[config.mk]
export PLATFORM = sky130hd
export DESIGN_NAME = instr_fetch_flat
export DESIGN_NICKNAME = d
export VERILOG_FILES = /design/src/rtl/avr_pkg.sv /design/src/rtl/instr_fetch_if.sv /design/src/rtl/instr_fetch_sync_fifo.sv /design/src/rtl/instr_fetch.sv /design/src/flat_wrapper.sv
export SDC_FILE = /design/constraint.sdc
export NUM_CORES = 1
export LEC_CHECK = 0
export CORE_AREA = 2 2 110 112
export CTS_CLUSTER_DIAMETER = 30
export DETAILED_ROUTE_END_ITERATION = 10
export DIE_AREA = 0 0 112 114
export GPL_TIMING_DRIVEN = 0
export MAX_ROUTING_LAYER = met4
export PLACE_DENSITY = 0.63
export SLEW_MARGIN = 20
export SYNTH_ARGS = -nofsm -noshare
export SYNTH_HDL_FRONTEND = slang
export SYNTH_SLANG_ARGS = --single-unit
[constraint.sdc]
create_clock -name clk -period 9.1 [get_ports clk]
set_input_delay 0.91 -clock clk [delete_from_list [all_inputs] [get_ports clk]]
set_output_delay 0.91 -clock clk [all_outputs]
set_load 0.005 [all_outputs]
[src/rtl/avr_pkg.sv]
// Shared widths and types for the fetch front end, plus a saturating
// increment helper for the optional performance counters.
package avr_pkg;

  localparam int PC_W    = 8;
  localparam int INSTR_W = 16;
  localparam int CNT_W   = 16;

  typedef struct packed {
    logic [PC_W-1:0]    pc;
    logic [INSTR_W-1:0] instr;
  } fetch_entry_t;

  function automatic logic [CNT_W-1:0] sat_inc(input logic [CNT_W-1:0] v);
    return (&v) ? v : v + 1'b1;
  endfunction

endpackage

[src/rtl/instr_fetch_if.sv]
// Bus bundle between the fetch unit, program memory, execute (redirect)
// and the downstream decode stage.
interface instr_fetch_if;
  import avr_pkg::*;

  logic               imem_req;
  logic [PC_W-1:0]    imem_addr;
  logic [INSTR_W-1:0] imem_rdata;
  logic               redirect;
  logic [PC_W-1:0]    redirect_pc;
  logic               instr_valid;
  logic               instr_ready;
  logic [INSTR_W-1:0] instruction;
  logic [PC_W-1:0]    pc;

  // Decode handshake: a transfer happens on a rising edge where
  // instr_valid && instr_ready; while instr_valid is high and the transfer
  // has not happened, instruction/pc are held stable. imem_rdata answers
  // an imem_req exactly one cycle later with no back-pressure.
  modport master (
    output imem_req, imem_addr, instr_valid, instruction, pc,
    input  imem_rdata, redirect, redirect_pc, instr_ready
  );

  modport slave (
    input  imem_req, imem_addr, instr_valid, instruction, pc,
    output imem_rdata, redirect, redirect_pc, instr_ready
  );

endinterface

[src/rtl/instr_fetch_sync_fifo.sv]
// Synchronous FIFO of a parameterized element type; clear has priority over
// push and pop, and a push into a full FIFO is accepted when a pop coincides.
module sync_fifo #(
  parameter int  DEPTH = 4,
  parameter type T     = logic [7:0]
) (
  input  logic                   clk,
  input  logic                   rst_n,
  input  logic                   push,
  input  T                       push_data,
  input  logic                   pop,
  input  logic                   clear,
  output T                       head,
  output logic                   full,
  output logic                   empty,
  output logic [$clog2(DEPTH):0] count
);

  localparam int AW = $clog2(DEPTH);

  T               mem [DEPTH];
  logic [AW-1:0]  wr_ptr;
  logic [AW-1:0]  rd_ptr;
  logic           do_push;
  logic           do_pop;

  assign empty   = (count == '0);
  assign full    = (count == (AW+1)'(DEPTH));
  assign do_pop  = pop && !empty;
  assign do_push = push && (!full || do_pop);
  assign head    = mem[rd_ptr];

  always_ff @(posedge clk or negedge rst_n) begin
    if (!rst_n) begin
      wr_ptr <= '0;
      rd_ptr <= '0;
      count  <= '0;
    end else if (clear) begin
      wr_ptr <= '0;
      rd_ptr <= '0;
      count  <= '0;
    end else begin
      if (do_push) wr_ptr <= wr_ptr + 1'b1;
      if (do_pop)  rd_ptr <= rd_ptr + 1'b1;
      count <= count + (AW+1)'(do_push) - (AW+1)'(do_pop);
    end
  end

  // Storage carries no reset; readers qualify it with empty.
  always_ff @(posedge clk) begin
    if (do_push && !clear) mem[wr_ptr] <= push_data;
  end

endmodule

[src/rtl/instr_fetch.sv]
// Instruction prefetch unit: credit-limited fetch into a small FIFO with
// redirect flush. Optional perf counters under macro FETCH_PERF_CNT_EN.
module instr_fetch
  import avr_pkg::*;
#(
  parameter int              DEPTH    = 4,
  parameter logic [PC_W-1:0] RESET_PC = 8'h00
) (
  input  logic                clk,
  input  logic                reset,
  instr_fetch_if.master       bus
`ifdef FETCH_PERF_CNT_EN
  ,
  output logic [CNT_W-1:0]    fetch_cnt,
  output logic [CNT_W-1:0]    flush_cnt
`endif
);

  localparam int CW = $clog2(DEPTH) + 1;

  logic [PC_W-1:0] fetch_pc;
  logic [PC_W-1:0] inflight_pc;
  logic            inflight;
  logic [CW-1:0]   count;
  logic [CW:0]     credit;
  logic            fifo_full;
  logic            fifo_empty;
  logic            pop;
  logic            issue;
  fetch_entry_t    head;
  fetch_entry_t    push_entry;

  // Credit counts buffered plus in-flight words; the slot freed by a pop
  // this cycle can be reused immediately, which sustains one per cycle.
  assign pop    = !fifo_empty && bus.instr_ready;
  assign credit = {1'b0, count} + (CW+1)'(inflight) - (CW+1)'(pop);
  assign issue  = reset && !bus.redirect && !(fifo_full && !pop)
                  && (credit < (CW+1)'(DEPTH));

  assign bus.imem_req  = issue;
  assign bus.imem_addr = fetch_pc;

  always_ff @(posedge clk or negedge reset) begin
    if (!reset) begin
      fetch_pc    <= RESET_PC;
      inflight    <= 1'b0;
      inflight_pc <= '0;
    end else if (bus.redirect) begin
      fetch_pc <= bus.redirect_pc;
      inflight <= 1'b0;
    end else begin
      inflight <= issue;
      if (issue) begin
        inflight_pc <= fetch_pc;
        fetch_pc    <= fetch_pc + 1'b1;
      end
    end
  end

  assign push_entry = '{pc: inflight_pc, instr: bus.imem_rdata};

  sync_fifo #(
    .DEPTH (DEPTH),
    .T     (fetch_entry_t)
  ) u_fifo (
    .clk       (clk),
    .rst_n     (reset),
    .push      (inflight),
    .push_data (push_entry),
    .pop       (pop),
    .clear     (bus.redirect),
    .head      (head),
    .full      (fifo_full),
    .empty     (fifo_empty),
    .count     (count)
  );

  assign bus.instr_valid = !fifo_empty;
  assign bus.instruction = fifo_empty ? '0 : head.instr;
  assign bus.pc          = fifo_empty ? '0 : head.pc;

`ifdef FETCH_PERF_CNT_EN
  // A redirect swallows any pop offered in the same cycle.
  always_ff @(posedge clk or negedge reset) begin
    if (!reset) begin
      fetch_cnt <= '0;
      flush_cnt <= '0;
    end else if (bus.redirect) begin
      flush_cnt <= sat_inc(flush_cnt);
    end else if (pop) begin
      fetch_cnt <= sat_inc(fetch_cnt);
    end
  end
`endif

endmodule

[src/flat_wrapper.sv]
// flat-port wrapper written by rule: the top's interface ports become plain ports
module instr_fetch_flat import avr_pkg::*;
#(
  parameter int              DEPTH    = 4,
  parameter logic [PC_W-1:0] RESET_PC = 8'h00
)
  (clk, reset, bus_imem_req, bus_imem_addr, bus_instr_valid, bus_instruction, bus_pc, bus_imem_rdata, bus_redirect, bus_redirect_pc, bus_instr_ready);
  instr_fetch_if bus_i ();
  input  logic clk;
  input  logic reset;
  output wire logic [$bits(bus_i.imem_req)-1:0] bus_imem_req;
  output wire logic [$bits(bus_i.imem_addr)-1:0] bus_imem_addr;
  output wire logic [$bits(bus_i.instr_valid)-1:0] bus_instr_valid;
  output wire logic [$bits(bus_i.instruction)-1:0] bus_instruction;
  output wire logic [$bits(bus_i.pc)-1:0] bus_pc;
  input wire logic [$bits(bus_i.imem_rdata)-1:0] bus_imem_rdata;
  input wire logic [$bits(bus_i.redirect)-1:0] bus_redirect;
  input wire logic [$bits(bus_i.redirect_pc)-1:0] bus_redirect_pc;
  input wire logic [$bits(bus_i.instr_ready)-1:0] bus_instr_ready;
  assign bus_imem_req = bus_i.imem_req;
  assign bus_imem_addr = bus_i.imem_addr;
  assign bus_instr_valid = bus_i.instr_valid;
  assign bus_instruction = bus_i.instruction;
  assign bus_pc = bus_i.pc;
  assign bus_i.imem_rdata = bus_imem_rdata;
  assign bus_i.redirect = bus_redirect;
  assign bus_i.redirect_pc = bus_redirect_pc;
  assign bus_i.instr_ready = bus_instr_ready;
  instr_fetch #(.DEPTH(DEPTH), .RESET_PC(RESET_PC)) u_core (.clk(clk), .reset(reset), .bus(bus_i));
endmodule
Word level (Yosys, flattened, before mapping) --
Memories as Yosys holds them, arrays and structs flattened. Index checks and enable logic that the tools add are counted.
Word-level totals: bits in registers 24, bits in latches 0, RAM bits 96, bits in read-only memories 0, bits of input ports 28, output and inout port bits 34, memories kept 1
Memories:
- u_core.u_fifo.mem | depth 4, bits a word 24, rd ports 1, clocked after memory_dff 0, wr ports 1, line instr_fetch_sync_fifo.sv:21 | T mem [DEPTH];
Operators by class: add/subtract/negate cells 7, multipliers 0, divide/modulo/power cells 0, magnitude comparators 1, equal/unequal tests 1, shift-type cells 0, multiplexer cells 12, bitwise logic cells 1, reduce and logical (&&, ||, !) cells 19
Operators by type and width (number):
- $mux 8 | 3
- $mux 16 | 1
- $add 8x1->8 const B | 1
- $logic_and 1x1->1 | 8
- $mux 2 | 4
- $reduce_bool 2->1 | 3
- $logic_not 1->1 | 5
- $add 2x1->2 const B | 2
- $add 3x1->4 | 1
- $lt 4x3->1 const B | 1
- $sub 4x1->4 | 1
- $add 3x1->3 | 1
- $eq 3x3->1 const B | 1
- $logic_not 3->1 | 1
- $mux 1 | 3
- $mux 3 | 1
- $sub 3x1->3 | 1
- $reduce_and 2->1 | 1
- $logic_or 1x1->1 | 1
- $not 1->1 | 1

Longest topological paths before layout --
word-level depth 10, depth in mapped cells 11, gate-level depth less buffers 10

Modules after synthesis --
From an unflattened synthesis, not the netlist that was laid out.
Unflattened totals: cell total of the unflattened synthesis 284, area, all modules 5071.1 um^2
Modules (own cells, without submodules):
- sync_fifo | times used 1, cells an instance 171, area an instance 3956.3 um^2, seq. area each 3057.9 um^2
- instr_fetch | times used 1, cells an instance 113, area an instance 1114.8 um^2, seq. area each 425.4 um^2

Worst setup path before layout --
No wires, ideal clock.
path type register to output, start reg u_core.u_fifo.count[1], end out bus_imem_req, data arrival time 2.445 ns, setup slack 5.745 ns, stages on the path, launching flop included 11, cells stage by stage dfrtp_1 > or3_2 > clkbuf_1 > and2_1 > ha_1 > inv_1 > ha_1 > and3b_4 > nor4_4 > o21ai_2 > inv_1
Between the ends: cells in the longest elaborated chain, start to end 8
Ends and longest elaborated chain:
- start: declaration | line instr_fetch_sync_fifo.sv:16 | output logic [$clog2(DEPTH):0] count
- start signal: assignment | line instr_fetch_sync_fifo.sv:45 | count <= count + (AW+1)'(do_push) - (AW+1)'(do_pop);
- branches (longest 7 deep; another with $add 3x1->4)
- $logic_and 1x1->1 * | line instr_fetch.sv:38 | && (credit < (CW+1)'(DEPTH));
- end: declaration | line flat_wrapper.sv:11 | output wire logic [$bits(bus_i.imem_req)-1:0] bus_imem_req;
Every way passes the cells marked *.

Final worst setup path --
Same ends and word-level chain as after synthesis.

==> results.yml <==
synth:
  synth_cells: 294
  yosys.area.top_type_share_pct: 57.0
  yosys-top-cells-area: "edfxtp_1 (57%), dfrtp_1 (12%), mux4_2 (11%)"
  ys_warn_count: 0
  synth_ff_type: "edfxtp_1"
  syn_nets: 333
  ys_ff_latch: 120
  yosysTopAreaCell: "edfxtp_1"
  synth_edf_count: 96
  synth_cell_types: 43
  netlist_area_sq_mm: 0.00506
  seq_area_frac_synth_pct: 68.8
  synthArstFlopShare_pct: 20.0
  avgSynthCellArea_sq_um: 17.2
place:
  finalWeightedCongestion: 0.827
  hpwlAfterDp_um: 5980
  numPortBuffers: 60
drt:
  antenna_left: 0
  drtPass1Iterations: 7
  postRouteWirelength_um: 9610
  num_vias: 2844
  first_iter_violations: 162
  drc: 0
  viasPerCell: 5.35
  wl_per_cell_um: 18.1
floorplan:
  io_pins: 62
  die_h_um: 114
  die_w_um: 112
  core_area_sq_mm: 0.0117
  start_util_pct: 43.2
  num_rows: 40
  dieArea_sq_mm: 0.0128
timing:
  final.setup_skew_ps: 6.14
  setup_viol: 0
  slew_viol_final: 0
  hold_viol: 0
  slew_headroom_pct: 52.0
  max_freq_mhz: 215
  min_period_ps: 4640
  fin_setup_tns_ps: 0
  rsz0062_at_grt: "no"
  worstMarginPinSlew_ps: 720
  period_share_pct: 51.0
global_route:
  grt_max_degree: 26
  grt_pass1_vias: 2929
  antenna_found_initial: 0
  grt_use_total_pct: 16.7
  grt_overflow_total: 0
  grt_pass1_wl_um: 15700
cts:
  cts.reportedPaths.clkPinSlew_ps: 50
  htree_levels: 4
  clk_latency_ps: 400
  cts_root_buf: "clkbuf_16"
  cts_hold_buffers: 0
  numClockSinks: 120
  cts_max_path_buffers: 2
  cts_tree: "done"
  cts_setup_buffers: 0
  cts_resized: 0
  cts_inserted_buffers: 17
power_and_ir_drop:
  max-vdd-ir-drop_v: 0.000158
  power_density_mw_per_mm2: 299
  total_power_mw: 1.93
  p_leak_nw: 2.26
critical_path:
  crit_chain: "or3_2 > clkbuf_1 > and2_1 > ha_1 > inv_1 > ha_1 > and3b_4 > nor4_4 > o21ai_2 > inv_1 > clkdlybuf4s50_1"
  r2r_slack_ps: 5750
  end_kind: "primary output"
  slowest_stage: "clkdlybuf4s50_1"
  startpoint_type: "register"
  max_stage_delay_ps: 520
  worstPathMaxFanout: 9
  path_class: "register to primary output"
  cp.required_ps: 8190
  cp.arrival_ps: 3730
finish:
  antenna_cells: 0
  final_cell_mix: "edfxtp_1 (96), clkdlybuf4s50_1 (59), and2_1 (25)"
  area_growth_pct: 27.4
  final_common_cell: "edfxtp_1"
  nets: 412
  drive_gt1_share_pct: 19.7
  fill_cells: 961
hold_path:
  min_path_type: "input pin to async pin"
run:
  maxCapViolations: 0
run_status:
  outcome: "complete, no violations"
==> metal layers <==
layer | GRT usage (%) | share of wire [%] | vias to the layer above | wire, um
met5 | - | 0 | - | 0
met2 | 25.7 | 49 | 87 | 4690
li1 | - | - | 1300 | -
met3 | 4.41 | 4.4 | 12 | 424
met1 | 21.8 | 46 | 1445 | 4400
met4 | 5.85 | 1.0 | 0 | 99
==> worst paths after layout <==
kind                                                  endpoint                         startpoint  depth (start not counted)
max                                               bus_imem_req   u_core.u_fifo.count[1]$_DFF_PN0_                         11
min                        u_core.bus.imem_addr[3]$_DFFE_PN0P_                              reset                          1
max reg2reg                  u_core.inflight_pc[6]$_DFFE_PN0P_   u_core.u_fifo.count[1]$_DFF_PN0_                         11
min reg2reg                 u_core.u_fifo.mem[0][17]$_DFFE_PP_  u_core.inflight_pc[1]$_DFFE_PN0P_                          0
max in group asynchronous  u_core.bus.imem_addr[7]$_DFFE_PN0P_                              reset                          1
min in group clk            u_core.u_fifo.mem[0][17]$_DFFE_PP_  u_core.inflight_pc[1]$_DFFE_PN0P_                          0
==> area by class of cell <==
cell class              instances  area [sq um]  area share (%)
flip-flops and latches        120          3480            54.0
multi-input cells             146          1470            22.8
repair buffers                 60           596            9.24
clock buffers                  17           425            6.60
well taps                     147           184            2.85
clock inverters                14           175            2.72
inverters                      15          56.3           0.873
plain buffers                  13          53.8           0.835
==> kinds of logic after synthesis <==
group                      synth area share (%)
AOI/OAI and AO/OA                          4.40
xor gates and xnor gates                  0.865
adders and majority gates                  2.87
buffers and inverters                      2.18
DFF                                        68.8
muxes                                      12.2
and+or+nand+nor                            8.63
==> registers in the layout (all words and copies together), names as in the netlist <==
register and cells:
u_core.u_fifo.wr_ptr 2, u_core.inflight 1, u_core.inflight_pc 8, u_core.u_fifo.mem 96, u_core.bus.imem_addr 8, u_core.u_fifo.rd_ptr 2, u_core.u_fifo.count 3
==> cells in the mapped netlist (2+ instances only) <==
| library cell | count |
|---|---|
| a221o_1 | 2 |
| nor2_1 | 13 |
| mux2_1 | 2 |
| nand2_1 | 5 |
| inv_1 | 15 |
| mux4_2 | 24 |
| a21boi_0 | 2 |
| o211a_1 | 2 |
| and2_1 | 29 |
| edfxtp_1 | 96 |
| clkbuf_1 | 9 |
| ha_1 | 10 |
| nor2b_1 | 2 |
| o2111ai_1 | 3 |
| nor4_1 | 2 |
| xnor2_1 | 3 |
| o211ai_1 | 6 |
| xor2_1 | 2 |
| a2111oi_0 | 2 |
| buf_2 | 4 |
| nand2b_1 | 6 |
| nand4_1 | 2 |
| dfrtp_1 | 24 |
| nand3_1 | 4 |
| a21oi_1 | 3 |
| mux2_2 | 5 |
==> through the flow <==
step           hold slack, ps  area [sq um]  utilization (%)  instances  setup WS [ps]
6_report                  510          6450             55.0        532           4460
2_1_floorplan             471          5060                -        294           5750
3_3_place_gp              492          5850             49.9        501           4560
4_1_cts                   525          6450             55.0        532           4420
5_1_grt                   535          6450             55.0        532           4210
3_5_place_dp              505          5850             49.9        501           4570
==> worst max-delay path: cells and delay by family (launching register included) <==
kind                       cells  cell delay [ps]
and+or+nand+nor                4             1390
adders and majority gates      2              400
buffers and inverters          4              920
DFF                            1              450
AOI/OAI and AO/OA              1              150
==> where the power goes <==
part	switching (mW)	internal (mW)	total, mW	leakage [nW]
Sequential	0.0525	0.664	0.717	1.17
Clock	0.235	0.431	0.666	0.297
Combinational	0.237	0.305	0.542	0.799
Total	0.525	1.40	1.93	2.26
Power figures use the tool's default switching activity.
